File: src/rtl/dmem_arb_pkg.sv
// dmem_arb_pkg: shared types, default constants and address helpers for the
// data-memory arbiter.
//   owner_e       - which port owns the response slot in the next cycle
//   DEF_BASE_ADDR - default byte address of memory word 0
//   DEF_NEL       - default number of memory words
//   addr_ok()     - alignment and range check of a byte address
//   word_idx()    - byte address to word index (untruncated)
// The helpers work on 64-bit values so that BASE_ADDR + 4*NEL cannot wrap.
package dmem_arb_pkg;

  typedef enum logic [1:0] {
    OWN_NONE = 2'd0,
    OWN_P0   = 2'd1,
    OWN_P1   = 2'd2
  } owner_e;

  localparam int DEF_BASE_ADDR = 8192;
  localparam int DEF_NEL       = 1024;

  function automatic logic addr_ok(input logic [63:0] addr,
                                   input logic [63:0] base,
                                   input logic [63:0] nel);
    return (addr[1:0] == 2'b00) && (addr >= base) && (addr < (base + (nel << 2)));
  endfunction

  function automatic logic [63:0] word_idx(input logic [63:0] addr,
                                           input logic [63:0] base);
    return (addr - base) >> 2;
  endfunction

endpackage

File: src/rtl/dmem_arb_port_chk.sv
// dmem_arb_port_chk: combinational per-port address checker.
// Ports:
//   addr - requester byte address (ADDR_N bits)
//   ok   - 1 when the address is word aligned and inside the memory window
//   idx  - word index into the memory, clog2(NEL) bits
module dmem_arb_port_chk
  import dmem_arb_pkg::*;
#(
  parameter int ADDR_N    = 32,
  parameter int NEL       = DEF_NEL,
  parameter int BASE_ADDR = DEF_BASE_ADDR,
  localparam int AW       = $clog2(NEL)
) (
  input  logic [ADDR_N-1:0] addr,
  output logic              ok,
  output logic [AW-1:0]     idx
);

  logic [63:0] addr_ext;
  logic [63:0] idx_full;
  logic        unused_idx_hi;

  assign addr_ext = 64'(addr);
  assign ok       = addr_ok(addr_ext, 64'(BASE_ADDR), 64'(NEL));
  assign idx_full = word_idx(addr_ext, 64'(BASE_ADDR));

  // Upper index bits are beyond the memory and are dropped on purpose.
  assign idx           = idx_full[AW-1:0];
  assign unused_idx_hi = ^idx_full[63:AW];

endmodule

File: src/rtl/dmem_arbiter.sv
// dmem_arbiter: shares one single-port data memory between the core data
// port (port 0) and an auxiliary loader/debug master (port 1).
// Ports:
//   CLK, RSTN                 - clock, asynchronous active-low reset
//   REQn/WEn/ADDRn/WDATAn     - request, write enable, byte address, write data
//   GNTn                      - request accepted this cycle (combinational)
//   RVALIDn/ERRn/RDATAn       - response one cycle after GNTn
//   MEM_ADDR/MEM_WR_EN/MEM_RD_EN/MEM_DATA_IN/MEM_DATA_OUT - memory side
// Optional build macro DMEM_ARB_STATS_EN adds STAT_CLR input and the
// saturating STAT_GNT0/STAT_GNT1/STAT_ERR counters.
module dmem_arbiter
  import dmem_arb_pkg::*;
#(
  parameter int ADDR_N     = 32,
  parameter int DATA_WIDTH = 32,
  parameter int NEL        = DEF_NEL,
  parameter int BASE_ADDR  = DEF_BASE_ADDR,
  parameter int MAX_BURST  = 4,
  localparam int AW        = $clog2(NEL)
) (
  input  logic                  CLK,
  input  logic                  RSTN,
  input  logic                  REQ0,
  input  logic                  REQ1,
  input  logic                  WE0,
  input  logic                  WE1,
  input  logic [ADDR_N-1:0]     ADDR0,
  input  logic [ADDR_N-1:0]     ADDR1,
  input  logic [DATA_WIDTH-1:0] WDATA0,
  input  logic [DATA_WIDTH-1:0] WDATA1,
  output logic                  GNT0,
  output logic                  GNT1,
  output logic                  RVALID0,
  output logic                  RVALID1,
  output logic                  ERR0,
  output logic                  ERR1,
  output logic [DATA_WIDTH-1:0] RDATA0,
  output logic [DATA_WIDTH-1:0] RDATA1,
  output logic [AW-1:0]         MEM_ADDR,
  output logic                  MEM_WR_EN,
  output logic                  MEM_RD_EN,
  output logic [DATA_WIDTH-1:0] MEM_DATA_IN,
  input  logic [DATA_WIDTH-1:0] MEM_DATA_OUT
`ifdef DMEM_ARB_STATS_EN
  ,
  input  logic                  STAT_CLR,
  output logic [31:0]           STAT_GNT0,
  output logic [31:0]           STAT_GNT1,
  output logic [15:0]           STAT_ERR
`endif
);

  localparam int CW = $clog2(MAX_BURST + 1);
  localparam logic [CW-1:0] BURST_LIMIT = CW'(MAX_BURST);

  logic          ok0, ok1;
  logic [AW-1:0] idx0, idx1;
  logic          gnt0, gnt1;
  logic          sel_err, sel_rd;

  logic [CW-1:0] burst_q, burst_d;
  owner_e        owner_q, owner_d;
  logic          err_q, err_d;
  logic          rd_q, rd_d;

  dmem_arb_port_chk #(
    .ADDR_N   (ADDR_N),
    .NEL      (NEL),
    .BASE_ADDR(BASE_ADDR)
  ) u_chk0 (
    .addr(ADDR0),
    .ok  (ok0),
    .idx (idx0)
  );

  dmem_arb_port_chk #(
    .ADDR_N   (ADDR_N),
    .NEL      (NEL),
    .BASE_ADDR(BASE_ADDR)
  ) u_chk1 (
    .addr(ADDR1),
    .ok  (ok1),
    .idx (idx1)
  );

  // Core-priority arbitration. The burst counter tracks consecutive
  // contested grants to port 0; once it reaches the limit port 1 gets one
  // grant. Nothing is granted while reset is held.
  always_comb begin
    gnt0    = 1'b0;
    gnt1    = 1'b0;
    burst_d = '0;
    if (RSTN) begin
      if (REQ0 && REQ1) begin
        if (burst_q < BURST_LIMIT) begin
          gnt0    = 1'b1;
          burst_d = burst_q + CW'(1);
        end else begin
          gnt1    = 1'b1;
        end
      end else begin
        gnt0 = REQ0;
        gnt1 = REQ1;
      end
    end
  end

  assign GNT0 = gnt0;
  assign GNT1 = gnt1;

  // Memory command in the grant cycle. Error accesses are granted but drive
  // no strobe, so the memory never sees an out-of-window address.
  always_comb begin
    MEM_ADDR    = '0;
    MEM_WR_EN   = 1'b0;
    MEM_RD_EN   = 1'b0;
    MEM_DATA_IN = '0;
    sel_err     = 1'b0;
    sel_rd      = 1'b0;
    if (gnt0) begin
      sel_err = !ok0;
      sel_rd  = !WE0;
      if (ok0) begin
        MEM_ADDR    = idx0;
        MEM_WR_EN   = WE0;
        MEM_RD_EN   = !WE0;
        MEM_DATA_IN = WDATA0;
      end
    end else if (gnt1) begin
      sel_err = !ok1;
      sel_rd  = !WE1;
      if (ok1) begin
        MEM_ADDR    = idx1;
        MEM_WR_EN   = WE1;
        MEM_RD_EN   = !WE1;
        MEM_DATA_IN = WDATA1;
      end
    end
  end

  // Response-owner FSM: the port granted this cycle owns next cycle's
  // response slot; without a grant the slot is empty.
  always_comb begin
    owner_d = OWN_NONE;
    err_d   = sel_err;
    rd_d    = sel_rd;
    if (gnt0) begin
      owner_d = OWN_P0;
    end else if (gnt1) begin
      owner_d = OWN_P1;
    end
  end

  always_ff @(posedge CLK or negedge RSTN) begin
    if (!RSTN) begin
      owner_q <= OWN_NONE;
      err_q   <= 1'b0;
      rd_q    <= 1'b0;
      burst_q <= '0;
    end else begin
      owner_q <= owner_d;
      err_q   <= err_d;
      rd_q    <= rd_d;
      burst_q <= burst_d;
    end
  end

  // Read data comes straight from the memory output in the response cycle;
  // it is forced to zero for errors and writes.
  always_comb begin
    RVALID0 = (owner_q == OWN_P0);
    RVALID1 = (owner_q == OWN_P1);
    ERR0    = RVALID0 && err_q;
    ERR1    = RVALID1 && err_q;
    RDATA0  = (RVALID0 && rd_q && !err_q) ? MEM_DATA_OUT : '0;
    RDATA1  = (RVALID1 && rd_q && !err_q) ? MEM_DATA_OUT : '0;
  end

`ifdef DMEM_ARB_STATS_EN
  logic [31:0] stat_gnt0_q, stat_gnt0_d;
  logic [31:0] stat_gnt1_q, stat_gnt1_d;
  logic [15:0] stat_err_q, stat_err_d;
  logic        err_resp;

  assign err_resp = (owner_q != OWN_NONE) && err_q;

  // Saturating event counters; a clear wins over a same-cycle increment.
  always_comb begin
    stat_gnt0_d = stat_gnt0_q;
    stat_gnt1_d = stat_gnt1_q;
    stat_err_d  = stat_err_q;
    if (STAT_CLR) begin
      stat_gnt0_d = '0;
      stat_gnt1_d = '0;
      stat_err_d  = '0;
    end else begin
      if (gnt0 && (stat_gnt0_q != '1)) stat_gnt0_d = stat_gnt0_q + 32'd1;
      if (gnt1 && (stat_gnt1_q != '1)) stat_gnt1_d = stat_gnt1_q + 32'd1;
      if (err_resp && (stat_err_q != '1)) stat_err_d = stat_err_q + 16'd1;
    end
  end

  always_ff @(posedge CLK or negedge RSTN) begin
    if (!RSTN) begin
      stat_gnt0_q <= '0;
      stat_gnt1_q <= '0;
      stat_err_q  <= '0;
    end else begin
      stat_gnt0_q <= stat_gnt0_d;
      stat_gnt1_q <= stat_gnt1_d;
      stat_err_q  <= stat_err_d;
    end
  end

  assign STAT_GNT0 = stat_gnt0_q;
  assign STAT_GNT1 = stat_gnt1_q;
  assign STAT_ERR  = stat_err_q;
`endif

endmodule
File: config.mk
export PLATFORM = sky130hd
export DESIGN_NAME = dmem_arbiter
export DESIGN_NICKNAME = d
export VERILOG_FILES = /design/src/rtl/dmem_arb_pkg.sv /design/src/rtl/dmem_arb_port_chk.sv /design/src/rtl/dmem_arbiter.sv
export SDC_FILE = /design/constraint.sdc
export NUM_CORES = 1
export LEC_CHECK = 0
export ABC_CLOCK_PERIOD_IN_PS = 1630
export CAP_MARGIN = 20
export CORE_AREA = 2 2 107 109
export CTS_CLUSTER_SIZE = 20
export DETAILED_ROUTE_END_ITERATION = 10
export DIE_AREA = 0 0 109 111
export PLACE_DENSITY = 0.71
export SLEW_MARGIN = 20
export SYNTH_ARGS = -nofsm -noshare
export SYNTH_HDL_FRONTEND = slang
export SYNTH_SLANG_ARGS = --single-unit
File: constraint.sdc
create_clock -name CLK -period 1.63 [get_ports CLK]
set_input_delay 0.326 -clock CLK [delete_from_list [all_inputs] [get_ports CLK]]
set_output_delay 0.326 -clock CLK [all_outputs]
set_load 0.01 [all_outputs]
After elaboration in Yosys (flattened, before gate mapping)

Cells that the tools add are included.

Register bits after elaboration: 7
Input bits: 166
Logic and storage cells: 65
Output and inout port bits: 114

Muxes and demuxes: 33
Add/subtract/negate cells: 3
Order comparisons: 5
Reduce and logical (&&, ||, !) cells: 18
Equality and inequality tests: 2

Operators by type and width:

| cell                  | count |
|---|---|
| $mux 32               | 6 |
| $ge 32x14->1 const B  | 2 |
| $lt 32x14->1 const B  | 2 |
| $mux 10               | 4 |
| $sub 12x1->12 const B | 2 |
| $mux 1                | 18 |
| $logic_and 1x1->1     | 11 |
| $mux 3                | 3 |
| $logic_not 1->1       | 5 |
| $logic_not 2->1       | 2 |
| $mux 2                | 2 |
| $add 3x1->3 const B   | 1 |
| $lt 3x3->1 const B    | 1 |
| $eq 2x1->1 const B    | 1 |
| $eq 2x2->1 const B    | 1 |

Longest topological paths before layout

Depth after elaboration: 6
Mapped depth: 6
Gate-level depth less buffers: 5

Hierarchy

A second synthesis with hierarchy kept.

Cells, all modules: 190
Area total of the unflattened synthesis: 1556.5 um2

By module, submodules not included:

| module            | cells each | area an instance (um2) | instances | seq. area each (um2) |
|---|---|---|---|---|
| dmem_arbiter      | 156        | 1298.7                 | 1         | 175.2 |
| dmem_arb_port_chk | 17         | 128.9                  | 2         | 0.0 |

Worst setup path after synthesis

OpenSTA, ideal clock, no wires.

Kind: input port to output port
Start: input port ADDR0[21]
End: output port MEM_DATA_IN[20]
Required time: 1304 ps
Path buffers: 1
Stages: 5
Slack: -109 ps
Arrival time: 1413 ps
Cell sequence: nor4_1 > and4_1 > nand4b_4 > buf_6 > o22ai_1

Cells in the longest elaborated chain, start to end: 5
Elaborated cells on any way between the ends: 6
Classes of those cells: order compare (2); mux (2); reduce/logical (2)

Ends and longest elaborated chain:

| item                | RTL line            | RTL |
|---|---|---|
| start, declared     | dmem_arbiter.sv:27  | `input logic [ADDR_N-1:0] ADDR0,` |
| $ge 32x14->1        | dmem_arb_pkg.sv:23  | `return (addr[1:0] == 2'b00) && (addr >= base) && (addr < (base + (nel << 2)));` |
| $logic_and 1x1->1   | dmem_arb_pkg.sv:23  |  |
| $logic_and 1x1->1 * | dmem_arb_pkg.sv:23  |  |
| $mux 32 *           | dmem_arbiter.sv:123 | `if (ok0) begin` |
| $mux 32 *           | dmem_arbiter.sv:120 | `if (gnt0) begin` |
| end, declared       | dmem_arbiter.sv:42  | `output logic [DATA_WIDTH-1:0] MEM_DATA_IN,` |

Every way passes the cells marked *; elsewhere a longest branch is shown, timed or not.

Worst setup path after layout

Start: input port ADDR0[15]
End: output port MEM_ADDR[5]

Cells in the longest elaborated chain, start to end: 5
Elaborated cells on any way between the ends: 6
Classes of those cells: order compare (2); mux (2); reduce/logical (2)

Ends and longest elaborated chain:

| item                | RTL line            | RTL |
|---|---|---|
| $ge 32x14->1        | dmem_arb_pkg.sv:23  |  |
| $logic_and 1x1->1   | dmem_arb_pkg.sv:23  |  |
| $logic_and 1x1->1 * | dmem_arb_pkg.sv:23  |  |
| $mux 10 *           | dmem_arbiter.sv:123 |  |
| $mux 10 *           | dmem_arbiter.sv:120 |  |
| end, declared       | dmem_arbiter.sv:39  | `output logic [AW-1:0] MEM_ADDR,` |

Marks and branches as above.

==> impl_results.md <==
- Status: finished with violations
- Violated checks: setup timing
- Hold WC Path Type: input pin to async pin
- Worst Setup Start Kind: input pin
- Worst R2R Path Depth: 10
- Die span in y: 111 um
- Max Fanout on Critical Path: 6
- Maximum buffer depth of the clock tree: 2
- DP HPWL: 8360 um
- Synth-to-Final Area Change: 260%
- Worst Tran Pin Value: 275 ps
- Max Fclk: 471 MHz
- Area leader, netlist: and2_1
- Fillers: 932
- CP Capture Type: output pin
- Total chip power: 0.00135 W
- Crit path kind: input pin to output pin
- DR WL/cell: 18.2 um
- Worst setup margin: -495 ps
- Root Buffer: clkbuf_16
- CTS sink cnt: 7
- Seq cells post-synth: 7
- RSZ-0062 raised after global routing: yes
- DRC viols: 0
- Peak VDD IR: 0.274 mV
- Share of cells above drive strength 1: 0.569
- Power Density: 220 mW/mm2
- GRT Total Usage: 0.196
- Initial antenna violation count: 0
- Slew HR: 0.815
- Worst EP required: 1300 ps
- Num rows: 39
- Distinct cells, synth: 27
- Leakage Power: 2.62 nW
- Final instance area: 0.00611 mm2
- Die width: 109 um
- Setup WS pre-CTS: -1190 ps
- Final clock period utilization by the worst path: 1.30
- Final Max Tran Viols: 0
- 1st-pass router iterations: 4
- Top post-synthesis cells by area: and2_1 25%, nand2_1 19%, o22ai_2 15%, dfrtp_1 10%, o22ai_1 8.1%
- CTS tree: done
- Synth Net Count: 427
- CTS clk-pin slew, worst paths: 40 ps
- Mapped cell area: 0.00170 mm2
- Hold Buf Count CTS: 0
- Commonest non-fill, non-tap cells in the layout: 120 x clkdlybuf4s50_1, 105 x buf_6, 87 x nand2_1
- Placer Congestion: 0.852
- Reg area: 175 um2
- Starting density of the core: 0.153
- Skew-Pair Late Insertion Delay: 230 ps
- Die Area: 0.0121 mm2
- N_diodes: 0
- First-pass GRT wire length: 18,500 um
- Synth Warn #: 0
- FF-to-FF setup slack: 20 ps
- Largest net degree at the start of global routing: 20
- Final min period: 2130 ps
- Vias in the first global route: 3,549
- Ports: 280
- Core area: 0.0111 mm2
- Final Setup Violations: 108
- Skew final: 2.04 ps
- NumNets Final: 757
- Top cell type's share of synthesized area: 0.251
- I/O Buffers: 279
- Via count: 3,318
- H-tree depth: 1
- Syn Area/Cell: 6.53 um2
- Vias per cell: 4.53
- GRT overflow: 0
- Commonest non-fill, non-tap cell in the layout: clkdlybuf4s50_1
- WL final: 13,300 um
- Placed Instance Area: 0.00493 mm2
- Register area share after synthesis: 0.103
- Data arrival, critical path: 1800 ps
- Max Cap Violations: 0
- CTS buffer count: 3
- Synth Instances: 260
- Layout Utilization: 0.552
- Area of the multi-input gates: 0.00195 mm2
- ANT nets after route: 0
- DR iter-0 viols: 105
- Fin. Hold Viols: 0
Yosys cell counts:
library cell  number
nand2_1           88
and2_1            68
o22ai_1           22
o22ai_2           21
clkbuf_1          13
nor4_1             8
dfrtp_1            7
buf_2              5
buf_6              4
nor2b_1            4
and3b_1            2
nand2b_1           2
nor2_1             2
a22o_1             1
and4_1             1
buf_4              1
ha_1               1
inv_2              1
nand3_1            1
nand3b_2           1
nand4_1            1
nand4b_4           1
nor3_1             1
nor4_2             1
nor4b_2            1
o21ai_0            1
o32ai_1            1
critical path: stages:
cell and delay [ps]:
dlygate4sd2_1 260, nor4_4 310, nand4b_4 160, buf_12 160
buf_12 130, buf_8 120, o22ai_4 170, buf_2 160
through the flow:
stage / setup TNS [ps] / hold slack, ps / instances
floorplan: -3380 / 30.4 / 260
global placement: -65280 / 429 / 677
detailed placement: -68020 / 432 / 677
CTS: -33840 / 219 / 725
global route: -39350 / 263 / 732
finish: -32980 / 259 / 732
metal layers:
layer	GRT usage	vias up	wire (um)
met5	0	-	0
met4	0.0752	0	480
met3	0.0282	28	952
met2	0.382	178	7220
met1	0.204	1558	4690
li1	-	1554	-
path summary, 6_finish.rpt:
path | start | endpoint
max | ADDR0[15] | MEM_ADDR[5]
min reg2reg | burst_q[0]$_DFF_PN0_ | burst_q[0]$_DFF_PN0_
max in group asynchronous | RSTN | err_q$_DFF_PN0_
max reg2reg | burst_q[2]$_DFF_PN0_ | burst_q[2]$_DFF_PN0_
min | RSTN | burst_q[1]$_DFF_PN0_
min in group CLK | burst_q[0]$_DFF_PN0_ | burst_q[0]$_DFF_PN0_
flip-flops by register name (all words and copies together), names as in the netlist:
name     cells
rd_q         1
err_q        1
burst_q      3
owner_q      2
cell type report:
type,count,share of cell area
timing repair buffer,348,0.609
multi-input combinational,229,0.319
tap,143,0.0293
sequential,7,0.0287
clock buffer,4,0.0129
inverter,1,0.00143
cell families after synthesis:
| group | share of synthesized area |
|---|---|
| AOI/OAI and AO/OA | 0.249 |
| adders and majority gates | 0.00737 |
| DFF | 0.103 |
| and+or+nand+nor | 0.563 |
| buffers and inverters | 0.0767 |
power by group:
part           internal, W  switching, W  total (W)  leakage, nW
sequential        0.000182    0.00000500   0.000187       0.0934
clock             0.000325     0.0000865   0.000411       0.0382
combinational     0.000496      0.000252   0.000749         2.48
total              0.00100      0.000344    0.00135         2.62
repair_timing:
action,CTS,global route
gates resized for setup,661,144
endpoints found under the setup margin,115,116
cloned,14,2
pin swaps,36,39
setup buffers,30,14
No activity file was read; power rests on OpenSTA's default activity.
